===== src/rtl/fan_pkg.sv =====
`default_nettype none
// +--------------------------------------------------------------------------+
// | fan_pkg : shared widths, level-width helper and timer preset table       |
// | Rev 1.0                                                                  |
// +--------------------------------------------------------------------------+
package fan_pkg;

  localparam int TIMER_SEL_W = 2;
  localparam int TIMER_REM_W = 4;

  // Bits needed to hold 0..n-1, never less than one.
  function automatic int lvl_width(input int n);
    return (n <= 2) ? 1 : $clog2(n);
  endfunction

  function automatic logic [TIMER_REM_W-1:0] timer_units(input logic [TIMER_SEL_W-1:0] sel);
    case (sel)
      2'd0:    return 4'd0;
      2'd1:    return 4'd4;
      2'd2:    return 4'd8;
      default: return 4'd12;
    endcase
  endfunction

endpackage
`default_nettype wire


===== src/rtl/fan_pwm_gen.sv =====
`default_nettype none
// +--------------------------------------------------------------------------+
// | fan_pwm_gen : free-running PWM with duty latched at the period boundary  |
// | Rev 1.0                                                                  |
// +--------------------------------------------------------------------------+
module fan_pwm_gen
  import fan_pkg::*;
#(
  parameter int PWM_PERIOD = 100,
  parameter int NUM_LEVELS = 4
) (
  input  logic                             i_clk,
  input  logic                             i_reset,
  input  logic [lvl_width(NUM_LEVELS)-1:0] i_level,
  output logic                             o_pwm
);

  localparam int LVL_W = lvl_width(NUM_LEVELS);
  localparam int CNT_W = $clog2(PWM_PERIOD + 1);
  localparam int STEP  = PWM_PERIOD / (NUM_LEVELS - 1);
  localparam logic [CNT_W-1:0] CNT_LAST = CNT_W'(PWM_PERIOD - 1);
  localparam logic [LVL_W-1:0] LVL_MAX  = LVL_W'(NUM_LEVELS - 1);

  logic [CNT_W-1:0] cnt_q, cnt_d;
  logic [CNT_W-1:0] duty_q, duty_d;
  logic [CNT_W-1:0] duty_target;
  logic             pwm_q, pwm_d;

  // Top level uses the full period as duty so rounding never leaves a low gap.
  assign duty_target = (i_level == LVL_MAX) ? CNT_W'(PWM_PERIOD)
                                            : CNT_W'(int'(i_level) * STEP);

  always_comb begin
    cnt_d  = (cnt_q == CNT_LAST) ? '0 : cnt_q + 1'b1;
    duty_d = (cnt_q == CNT_LAST) ? duty_target : duty_q;
    pwm_d  = (cnt_d < duty_d);
  end

  always_ff @(posedge i_clk) begin
    if (i_reset) begin
      cnt_q  <= '0;
      duty_q <= '0;
      pwm_q  <= 1'b0;
    end else begin
      cnt_q  <= cnt_d;
      duty_q <= duty_d;
      pwm_q  <= pwm_d;
    end
  end

  assign o_pwm = pwm_q;

endmodule
`default_nettype wire


===== src/rtl/fan_speed_ctrl.sv =====
`default_nettype none
// +--------------------------------------------------------------------------+
// | fan_speed_ctrl : button-driven fan level FSM with PWM output; optional   |
// | auto-off timer enabled by defining FAN_TIMER_EN.  Rev 1.0                |
// +--------------------------------------------------------------------------+
module fan_speed_ctrl
  import fan_pkg::*;
#(
  parameter int NUM_LEVELS = 4,
  parameter int PWM_PERIOD = 100
`ifdef FAN_TIMER_EN
  ,
  parameter int TIMER_UNIT_CYCLES = 1000000
`endif
) (
  input  logic                             i_clk,
  input  logic                             i_reset,
  input  logic                             i_button_up,
  input  logic                             i_button_down,
  input  logic                             i_button_off,
`ifdef FAN_TIMER_EN
  input  logic                             i_button_timer,
  output logic [TIMER_SEL_W-1:0]           o_timerSel,
`endif
  output logic [lvl_width(NUM_LEVELS)-1:0] o_fanLevel,
  output logic                             o_pwm
);

  localparam int LVL_W = lvl_width(NUM_LEVELS);
  localparam logic [LVL_W-1:0] LVL_0   = '0;
  localparam logic [LVL_W-1:0] LVL_MAX = LVL_W'(NUM_LEVELS - 1);

  logic             up_q, down_q, off_q;
  logic             up_press, down_press, off_press;
  logic             expire;
  logic [LVL_W-1:0] lvl_q, lvl_d;

  assign up_press   = i_button_up   & ~up_q;
  assign down_press = i_button_down & ~down_q;
  assign off_press  = i_button_off  & ~off_q;

  always_ff @(posedge i_clk) begin
    if (i_reset) begin
      up_q   <= 1'b0;
      down_q <= 1'b0;
      off_q  <= 1'b0;
    end else begin
      up_q   <= i_button_up;
      down_q <= i_button_down;
      off_q  <= i_button_off;
    end
  end

  always_ff @(posedge i_clk) begin
    if (i_reset) lvl_q <= LVL_0;
    else         lvl_q <= lvl_d;
  end

  // Timer expiry outranks every button; then off > up > down.
  always_comb begin
    lvl_d = lvl_q;
    if (expire || off_press)
      lvl_d = LVL_0;
    else if (up_press)
      lvl_d = (lvl_q == LVL_MAX) ? lvl_q : lvl_q + 1'b1;
    else if (down_press)
      lvl_d = (lvl_q == LVL_0) ? lvl_q : lvl_q - 1'b1;
  end

  always_comb begin
    o_fanLevel = lvl_q;
  end

`ifdef FAN_TIMER_EN
  localparam int PRESC_W = lvl_width(TIMER_UNIT_CYCLES);

  logic                   timer_q;
  logic                   timer_press, armed, unit_tick;
  logic [TIMER_SEL_W-1:0] sel_q, sel_d;
  logic [TIMER_REM_W-1:0] rem_q, rem_d;
  logic [PRESC_W-1:0]     presc_q, presc_d;

  assign timer_press = i_button_timer & ~timer_q;
  assign armed       = (sel_q != '0);
  assign unit_tick   = (presc_q == PRESC_W'(TIMER_UNIT_CYCLES - 1));
  assign expire      = armed && unit_tick && (rem_q == TIMER_REM_W'(1));

  // Any path to level 0 (expiry, off, down) disarms the timer.
  always_comb begin
    sel_d   = sel_q;
    rem_d   = rem_q;
    presc_d = presc_q;
    if (lvl_d == LVL_0) begin
      sel_d   = '0;
      rem_d   = '0;
      presc_d = '0;
    end else if (timer_press && (lvl_q != LVL_0)) begin
      sel_d   = sel_q + 1'b1;
      rem_d   = timer_units(sel_q + 1'b1);
      presc_d = '0;
    end else if (armed) begin
      if (unit_tick) begin
        presc_d = '0;
        rem_d   = rem_q - 1'b1;
      end else begin
        presc_d = presc_q + 1'b1;
      end
    end
  end

  always_ff @(posedge i_clk) begin
    if (i_reset) begin
      timer_q <= 1'b0;
      sel_q   <= '0;
      rem_q   <= '0;
      presc_q <= '0;
    end else begin
      timer_q <= i_button_timer;
      sel_q   <= sel_d;
      rem_q   <= rem_d;
      presc_q <= presc_d;
    end
  end

  assign o_timerSel = sel_q;
`else
  assign expire = 1'b0;
`endif

  fan_pwm_gen #(
    .PWM_PERIOD (PWM_PERIOD),
    .NUM_LEVELS (NUM_LEVELS)
  ) u_pwm (
    .i_clk   (i_clk),
    .i_reset (i_reset),
    .i_level (lvl_q),
    .o_pwm   (o_pwm)
  );

endmodule
`default_nettype wire


===== config.mk =====
export PLATFORM = sky130hd
export DESIGN_NAME = fan_speed_ctrl
export DESIGN_NICKNAME = d
export VERILOG_FILES = /design/src/rtl/fan_pkg.sv /design/src/rtl/fan_pwm_gen.sv /design/src/rtl/fan_speed_ctrl.sv
export SDC_FILE = /design/constraint.sdc
export NUM_CORES = 1
export LEC_CHECK = 0
export BUFFER_PORTS_ARGS = -buffer_cell sky130_fd_sc_hd__buf_2
export CAP_MARGIN = 20
export CORE_UTILIZATION = 55
export DETAILED_ROUTE_END_ITERATION = 10
export GPL_ROUTABILITY_DRIVEN = 0
export PLACE_DENSITY = 0.74
export SYNTH_ARGS = -nofsm -noshare
export SYNTH_HDL_FRONTEND = slang
export SYNTH_SLANG_ARGS = --single-unit
export TNS_END_PERCENT = 20

===== constraint.sdc =====
create_clock -name i_clk -period 5.75 [get_ports i_clk]
set_clock_uncertainty 0.05 [all_clocks]
set_input_delay 1.15 -clock i_clk [delete_from_list [all_inputs] [get_ports i_clk]]
set_output_delay 1.15 -clock i_clk [all_outputs]
set_load 0.01 [all_outputs]

==> results of run 1 <==
[logic make-up (layout without fill, tap and decap cells)]
kind of cell               Yosys count  in the layout
buffers and inverters                5             13
and+or+nand+nor                     50             50
xor gates and xnor gates             4              4
DFF                                 20             20
muxes                                1              1
adders and majority gates            7              7
AOI/OAI and AO/OA                   17             17
[layout by cell type (no fill, tap or decap), types with 2 or more instances in the layout]
cell type,count
xnor2_1,4
ha_1,7
a21oi_1,8
nand3_1,6
nand2b_1,3
inv_1,2
clkbuf_4,3
nor2_1,13
a211oi_1,2
buf_2,7
dfxtp_1,20
nor4_1,2
nor3_1,6
nor2b_1,8
nand2_1,8
o21ai_0,2
[worst max-delay path by stage]
stage	from	to	slack [ps]
final	u_pwm.cnt_q[0]$_SDFF_PP0_	u_pwm.o_pwm$_SDFF_PP0_	3270
after floorplan	u_pwm.cnt_q[0]$_SDFF_PP0_	u_pwm.o_pwm$_SDFF_PP0_	3450
after global placement	u_pwm.cnt_q[0]$_SDFF_PP0_	u_pwm.o_pwm$_SDFF_PP0_	3370
after global routing	u_pwm.cnt_q[0]$_SDFF_PP0_	u_pwm.o_pwm$_SDFF_PP0_	3100
after detailed placement	u_pwm.cnt_q[0]$_SDFF_PP0_	u_pwm.o_pwm$_SDFF_PP0_	3280
after CTS	u_pwm.cnt_q[0]$_SDFF_PP0_	u_pwm.o_pwm$_SDFF_PP0_	3270
[stage by stage]
step,std cells,setup WS [ps]
global placement,124,3370
floorplan,104,3450
CTS,128,3270
finish,128,3270
global route,128,3100
detailed placement,124,3280
[state kept, by name, summed over array words and instances, names as in the netlist]
register and count:
u_pwm.o_pwm 1, u_pwm.cnt_q 7, o_fanLevel 2, up_q 1, down_q 1, u_pwm.duty_q 7, off_q 1
[layer usage]
layer	vias to the layer above	GRT usage, %	part of all wire (%)
met2	15	28.4	43
met4	0	9.09	1.1
met5	-	0	0
met3	2	2.55	2.7
met1	336	31.1	53
li1	381	-	-
[area by class of cell]
type,count,area share (%)
clock buffer,4,3.61
inverter,2,0.747
multi-input combinational,79,50.3
sequential,20,39.9
tap,16,1.99
timing repair buffer,7,3.49
[critical path, stage by stage (launching register included)]
cell and delay (ps):
dfxtp_1 400, ha_1 310, nand4bb_4 180, or2_1 350, mux2i_1 230, ha_1 270, a21o_1 180, a211oi_1 260
o21ai_0 130, o21ai_1 80
[where the power goes]
group          internal [W]  leakage, nW   total, W  switching [W]
clock network     0.0000387       0.0210  0.0000835      0.0000449
registers          0.000143        0.163   0.000147     0.00000369
logic             0.0000110        0.200  0.0000229      0.0000119
total              0.000193        0.384   0.000253      0.0000604
==> out/qor.csv, run 1 <==
metric;value;unit
First-pass DRT Iterations;4;
main combinational cell family by area after synthesis;simple AND/OR/NAND/NOR gates;
Tmin final;2480;ps
synth top area cells;dfxtp_1, ha_1, nor2b_1;
Seq/Total Area, Yosys;43.0;%
Initial Util;60.5;%
n_diodes;0;
GRT Resource Usage Total;20.5;%
Final Hold Viols;0;
antenna violations before repair;0;
r2r startpoint;u_pwm.cnt_q[0]$_SDFF_PP0_;
clk root buf;clkbuf_4;
final period utilization;43.1;%
Sink Count;20;
Routed Antenna Nets;0;
largest net degree at the start of global routing;20;
nets@finish;125;
CTS tree;yes;
worst-path fanout max;8;
dpl hpwl;1.26;mm
fin util;65.2;%
DR DRC count;0;
cells after synthesis;104;
Multi-input gate area;505;um^2
starting DRC count in detailed routing;13;
# setup viols final;0;
die width;43.2;um
WP data arrival;2670;ps
Net Count, Synth;116;
status;complete, no violations;
FF-to-FF path depth;9;
Netlist cell types;26;
hold_buf cts;0;
sequential cell area;400;um^2
Worst-path clk slew;110;ps
post-synthesis mux area share;1.07;%
max-slew violation count;0;
cell taking the most area after synthesis;dfxtp_1;
Post-synth top cells;dfxtp_1, nor2_1, a21oi_1, nand2_1, nor2b_1;
Tightest Hold Check Type;register to register;
Routed WL per cell;13.2;um
max_cap viols;0;
data required time of the critical path;5950;ps
die height;43.2;um
#FFs+latches synth;20;
Layout area overhead;7.78;%
Synth async-reset ratio;0;%
Leakage;0.384;nW
Post-synth EDFFs;0;
final hold slack;426;ps
R2R setup slack;3270;ps
core box area;1540;um^2
vias in the first global route;636;
Crit Path Class;register to register;
post-cts gate resize count;0;
Slew HR;73.1;%
most frequent cell after synthesis;dfxtp_1;
min-delay src;u_pwm.duty_q[3]$_SDFF_PP0_;
Crit. End Element;register;
worst skew pair latency;310;ps
Synth Area in Compound Gates;11.1;%
Worst-Margin Slew;402;ps
Max IR drop VDD;0.159;mV
Tot Pwr;0.000253;W
postcts setup bufs;0;
mean post-synth cell area;8.96;um^2
hold path depth;2;
startpoint types;register;
H-tree depth;1;
Routed WL;1.69;mm
synthesized cell area;932;um^2
number of fill cells;138;
fraction of layout instances using a drive strength above 1;10.7;%
Yosys top cell area share;43.0;%
Post-Synth Adder-Cell Area;9.40;%
Placed Instance Area;968;um^2
pwr dens;252;nW/um^2
post-synthesis xor/xnor area fraction;3.76;%
Fin Setup TNS;0;ps
WHS Endpoint;u_pwm.duty_q[3]$_SDFF_PP0_;
RR Endpoint;u_pwm.o_pwm$_SDFF_PP0_;
first-pass GRT wire length;2.86;mm
total gr overflow;0;
Buffers on Ports;7;
Ports;8;
vias per std cell;5.73;
row count;14;
YS warnings;0;
unrepaired setup endpoints after global routing;false;
full die area;1860;um^2
design area;1000;um^2
Fmax;404;MHz
clock buffer depth;2;
CTS Buf Count;3;
Via Count;734;
Synth Area in Simple Gates;28.9;%
Most used DFF post-synth;dfxtp_1;
Power figures use the tool's default switching activity.
==> run 2, diff against run 1 <==
--- a/config.mk
+++ b/config.mk
@@ -7,10 +7,10 @@
 export LEC_CHECK = 0
 export BUFFER_PORTS_ARGS = -buffer_cell sky130_fd_sc_hd__buf_2
 export CAP_MARGIN = 20
-export CORE_UTILIZATION = 55
+export CORE_UTILIZATION = 50
 export DETAILED_ROUTE_END_ITERATION = 10
 export GPL_ROUTABILITY_DRIVEN = 0
-export PLACE_DENSITY = 0.74
+export PLACE_DENSITY = 0.71
 export SYNTH_ARGS = -nofsm -noshare
 export SYNTH_HDL_FRONTEND = slang
 export SYNTH_SLANG_ARGS = --single-unit
==> constraint.sdc (replaced) <==
create_clock -name i_clk -period 1.99 [get_ports i_clk]
set_clock_uncertainty 0.05 [all_clocks]
set_input_delay 0.398 -clock i_clk [delete_from_list [all_inputs] [get_ports i_clk]]
set_output_delay 0.398 -clock i_clk [all_outputs]
set_load 0.01 [all_outputs]
==> run 2 against run 1 <==
The run now ends with setup timing left. Register-to-register slack worse by 3400 ps. Via count is 14% higher. Worst setup slack worse by 3400 ps. Flip-flop and latch count stayed put. Hold slack worse by 170 ps. Sequential share of layout area is 8.3 points lower. Power grew to 2.8 times the previous value. Cell area is 27% higher. Global-route usage is 3.7 points higher. Clock power is 130% higher.
==> out/qor.csv, run 2 (synthesis gave the netlist of run 1 again) <==
metric;value;unit
CTS Buf Count;3;
vias in the first global route;793;
unrepaired setup endpoints after global routing;true;
max_cap viols;0;
final period utilization;106;%
Buf+Inv Stages, Crit Path;0;
Routed WL per cell;14.8;um
CTS tree;yes;
antenna violations before repair;0;
max-slew violation count;0;
clock share of power;27.6;%
First-pass DRT Iterations;4;
Max IR drop VDD;0.466;mV
GRT busiest layer;met2;
M2 GR Usage;39.7;%
Routed Antenna Nets;0;
Tmin final;2100;ps
Fin Setup TNS;-110;ps
placed cells;149;
DR DRC count;0;
Max stage delay cell, worst path;dfxtp_2;
total gr overflow;0;
Via Count;839;
fraction of layout instances using a drive strength above 1;36.4;%
dpl hpwl;1.39;mm
Ports;8;
Leakage;0.498;nW
CP cell instances;ha_4, nand4bb_4, or2_4, mux2i_4, ha_4, a21o_1, a211oi_2, nand2_1, o21ai_1;
Routed WL;2.32;mm
final hold slack;256;ps
design area;1280;um^2
Worst-Margin Slew;415;ps
Tot Pwr;0.000706;W
Placed Instance Area;1120;um^2
pwr dens;552;nW/um^2
Fmax;476;MHz
# setup viols final;1;
Switching Fraction;25.3;%
Non-Filler Instances;157;
first-pass GRT wire length;3.46;mm
Layout area overhead;37.2;%
status;finished with violations;
Final Hold Viols;0;
startpoint types;register;
data required time of the critical path;2180;ps
clk root buf;clkbuf_4;
H-tree depth;1;
row count;15;
nets@finish;146;
post-route setup slack;-110;ps
worst-path fanout max;3;
failing checks;setup timing;
Initial Util;53.4;%
Slew HR;72.3;%
Slowest Stage Delay on Critical Path;370;ps
Buffers on Ports;7;
GRT Resource Usage Total;24.1;%
P_sw;0.000178;W
Sink Count;20;
Tightest Hold Check Type;input port to register;
met1 Usage GRT;30.3;%
clock buffer depth;2;
register share of total power;60.2;%
met3 usage;7.20;%
most frequent cells in the layout;buf_4, dfxtp_1, nor2_1;
core box area;1750;um^2
hold_buf cts;0;
R2R setup slack;-110;ps
most common cell after layout, fill and taps aside;buf_4;
vias per std cell;5.34;
Crit path top cell by count;ha_4;
Worst-path clk slew;110;ps
worst skew pair latency;310;ps
die height;45.2;um
Cell Int Power;0.000527;W
Comb pwr share;12.3;%
Crit. End Element;register;
die width;45.2;um
Crit Path Class;register to register;
CP delay by family, top;compound AO/OA/AOI/OAI gates;
starting DRC count in detailed routing;12;
n_diodes;0;
WP data arrival;2290;ps
full die area;2040;um^2
largest net degree at the start of global routing;20;
## run 2: changes by cell type in the layout (fill, tap and decap cells not counted), moves of 3 or more
cell	delta
buf_4	+21
ha_1	-3
ha_4	+3
nor3_1	-3
## run 2: path summary, 6_finish.rpt
kind	startpoint	end	cells after the start
max	u_pwm.cnt_q[1]$_SDFF_PP0_	u_pwm.o_pwm$_SDFF_PP0_	9
min	i_button_up	up_q$_SDFF_PP0_	2
max reg2reg	u_pwm.cnt_q[1]$_SDFF_PP0_	u_pwm.o_pwm$_SDFF_PP0_	9
min reg2reg	u_pwm.duty_q[4]$_SDFF_PP0_	u_pwm.duty_q[4]$_SDFF_PP0_	2
## run 2: power by group through the flow
| stage | clock, W | combinational, W | sequential (W) |
|---|---|---|---|
| 2_1_floorplan | 0 | 0.0000493 | 0.000435 |
| 3_3_place_gp | 0 | 0.0000755 | 0.000432 |
| 3_5_place_dp | 0 | 0.0000758 | 0.000433 |
| 4_1_cts | 0.000198 | 0.0000764 | 0.000423 |
| 5_1_grt | 0.000212 | 0.0000954 | 0.000426 |
| 6_report | 0.000195 | 0.0000867 | 0.000424 |
## run 2: area by class of cell
type | instances | area [um^2]
multi-input combinational | 79 | 622
clock buffer | 3 | 22.5
timing repair buffer | 28 | 193
fill | 131 | 467
sequential | 20 | 403
tap | 25 | 31.3
inverter | 2 | 7.51
## run 2: worst register-to-register path: stages, from the launching register on
cell and delay [ps]:
dfxtp_2 370, ha_4 150, nand4bb_4 110, or2_4 290, mux2i_4 230, ha_4 240
a21o_1 160, a211oi_2 210, nand2_1 90, o21ai_1 130
## run 2: timing repair
| item | 4_1_cts | 5_1_grt |
|---|---|---|
| endpoints found under the setup margin | 1 | 1 |
| gates cloned | 0 | 0 |
| resized for setup | 3 | 14 |
| setup buffers | 4 | 1 |
| pin swaps | 3 | 6 |
## run 2: layer usage
metal	vias up	routed length [um]	part of all wire, %
li1	422	-	-
met1	392	1030	45
met2	19	1150	50
met3	6	93	4.0
met4	0	42	1.8
met5	-	0	0
## run 2: through the flow
| stage | setup slack [ps] | util, % |
|---|---|---|
| after floorplan | -100 | - |
| after global placement | -74.2 | 64.2 |
| after detailed placement | -131 | 64.2 |
| after CTS | -96.2 | 67.7 |
| after global routing | -205 | 73.3 |
| final | -110 | 73.3 |
==> run 3, diff against run 2 <==
--- a/config.mk
+++ b/config.mk
@@ -5,12 +5,13 @@
 export SDC_FILE = /design/constraint.sdc
 export NUM_CORES = 1
 export LEC_CHECK = 0
+export ABC_AREA = 1
 export BUFFER_PORTS_ARGS = -buffer_cell sky130_fd_sc_hd__buf_2
 export CAP_MARGIN = 20
-export CORE_UTILIZATION = 50
+export CORE_UTILIZATION = 51
 export DETAILED_ROUTE_END_ITERATION = 10
 export GPL_ROUTABILITY_DRIVEN = 0
-export PLACE_DENSITY = 0.71
+export PLACE_DENSITY = 0.72
 export SYNTH_ARGS = -nofsm -noshare
 export SYNTH_HDL_FRONTEND = slang
 export SYNTH_SLANG_ARGS = --single-unit
==> run 3 against run 2 <==
The flow now finishes without violations. Core utilization fell by 7.2 points. Fmax grew 10%. Critical path depth increased by 1. Via count unchanged. Hold slack worse by 8.7 ps. Register-to-register slack improved by 190 ps. Largest cell class unchanged. Highest routed layer unchanged.
==> out/qor.csv, run 3 <==
metric;value;unit
status;complete, no violations;
Post-synth EDFFs;0;
vias per std cell;5.02;
data required time of the critical path;2190;ps
max-slew violation count;0;
CTS tree;yes;
largest net degree at the start of global routing;20;
Fin Setup TNS;0;ps
Met1 Routed Length;876;um
number of fill cells;160;
Buffers on Ports;7;
full die area;2030;um^2
total gr overflow;0;
most frequent cells in the layout;nand2_1, nor2_1, dfxtp_1;
#FFs+latches synth;20;
starting DRC count in detailed routing;15;
Routed Antenna Nets;0;
Tmin final;1910;ps
die height;45.1;um
Sink Count;20;
GRT Resource Usage Total;19.3;%
Routed WL per cell;11.6;um
sequential cell area;403;um^2
YS warnings;0;
most common cell after layout, fill and taps aside;nand2_1;
H-tree depth;1;
synth top area cells;dfxtp_1, nand2_1, nor2_1;
first-pass GRT wire length;2.77;mm
CTS Buf Count;3;
Crit Path Class;register to register;
Via Count;839;
Leakage;0.515;nW
Ports;8;
Tightest Hold Check Type;input port to register;
row count;15;
Slowest Stage Delay on Critical Path;380;ps
cells after synthesis;127;
met3 wire length;50;um
die width;45.1;um
Max stage delay cell, worst path;dfxtp_2;
startpoint types;register;
Worst-path clk slew;110;ps
Seq/Total Area, Yosys;42.3;%
clock buffer depth;2;
fraction of layout instances using a drive strength above 1;25.4;%
DR DRC count;0;
Synth async-reset ratio;0;%
Netlist cell types;25;
most frequent cell after synthesis;nand2_1;
Layout area overhead;20.3;%
pwr dens;667;nW/um^2
nets@finish;155;
top layer in use;met4;
max_cap viols;0;
Most used DFF post-synth;dfxtp_1;
cell taking the most area after synthesis;dfxtp_1;
antenna violations before repair;0;
synthesized cell area;947;um^2
final period utilization;95.7;%
Routed WL;1.95;mm
WP data arrival;2100;ps
vias in the first global route;694;
CP cell instances;ha_4, inv_2, nor2_4, nand3_4, inv_2, nor3_1, ha_1, a21oi_2, nand2_2, a21oi_2;
dpl hpwl;1.26;mm
placed cells;157;
n_diodes;0;
First-pass DRT Iterations;4;
Final Hold Viols;0;
Post-synth top cells;nand2_1, nor2_1, dfxtp_1;
core box area;1730;um^2
Initial Util;54.9;%
Crit. End Element;register;
Net Count, Synth;139;
Max IR drop VDD;0.574;mV
clk root buf;clkbuf_4;
# setup viols final;0;
Multi-input gate area;522;um^2
Yosys top cell area share;42.3;%
met2 routed WL;954;um
Worst-Margin Slew;380;ps
worst skew pair latency;310;ps
Fmax;525;MHz
Non-Filler Instances;167;
Slew HR;74.7;%
mean post-synth cell area;7.46;um^2
worst-path fanout max;8;
## run 3: area by class of cell
class                           instances  area share, %
Sequential cell                        20           35.3
Multi-Input combinational cell         86           45.8
Inverter                               20           6.59
Clock buffer                            4           3.18
Timing Repair Buffer                   12           6.37
Tap cell                               25           2.74
## run 3: path summary, 6_finish.rpt
check,from,endpoint,slack [ps],depth (start not counted)
worst max-delay path,u_pwm.cnt_q[0]$_SDFF_PP0_,u_pwm.o_pwm$_SDFF_PP0_,80,10
worst min-delay path,i_button_up,up_q$_SDFF_PP0_,250,3
worst max register to register,u_pwm.cnt_q[0]$_SDFF_PP0_,u_pwm.o_pwm$_SDFF_PP0_,80,10
worst min register to register,u_pwm.duty_q[4]$_SDFF_PP0_,u_pwm.duty_q[4]$_SDFF_PP0_,420,2
## run 3: through the flow
step | setup slack [ps] | instance area, um^2 | hold slack, ps | total power, W | utilization, %
6_report | 84.8 | 1140 | 248 | 0.000760 | 66.0
5_1_grt | -44.0 | 1140 | 249 | 0.000793 | 66.0
4_1_cts | 1.71 | 1040 | 249 | 0.000738 | 60.4
3_5_place_dp | -2.26 | 1000 | 403 | 0.000501 | 58.2
3_3_place_gp | 55.7 | 1000 | 408 | 0.000499 | 58.2
2_1_floorplan | 185 | 947 | 382 | 0.000480 | -
## run 3: cells by family (layout without fill, tap and decap cells)
group / Yosys count / in the layout / synth area share, %
XOR/XNOR: 1 / 1 / 0.925
AO/OA/AOI/OAI: 13 / 13 / 8.59
adder cells (fa/ha/maj): 7 / 7 / 9.25
AND/OR/NAND/NOR: 64 / 65 / 30.1
buffers and inverters: 22 / 36 / 8.85
flip-flops: 20 / 20 / 42.3
## run 3: worst max-delay path, delay by kind of cell (launching register included)
kind | cells | cell delay (ps)
compound gates | 2 | 280
fa+ha+maj | 2 | 460
buf+inv | 2 | 220
flops | 1 | 380
simple gates | 4 | 450
## run 3: what timing repair did
item	in CTS	in global routing
setup buffers	0	6
endpoints found under the setup margin	1	1
hold buffers	0	0
gates resized for setup	2	10
cloned	0	1
pin swaps	0	10
## run 3: metal layers
layer,vias to the layer above,track usage [%]
met5,-,0
li1,438,-
met1,377,23.6
met3,7,3.60
met4,0,10.9
met2,17,31.6
## run 3: where the power goes
part	switching, W	internal (W)	total, W
registers	0.00000958	0.000414	0.000423
clock network	0.000128	0.000112	0.000239
logic	0.0000545	0.0000426	0.0000971
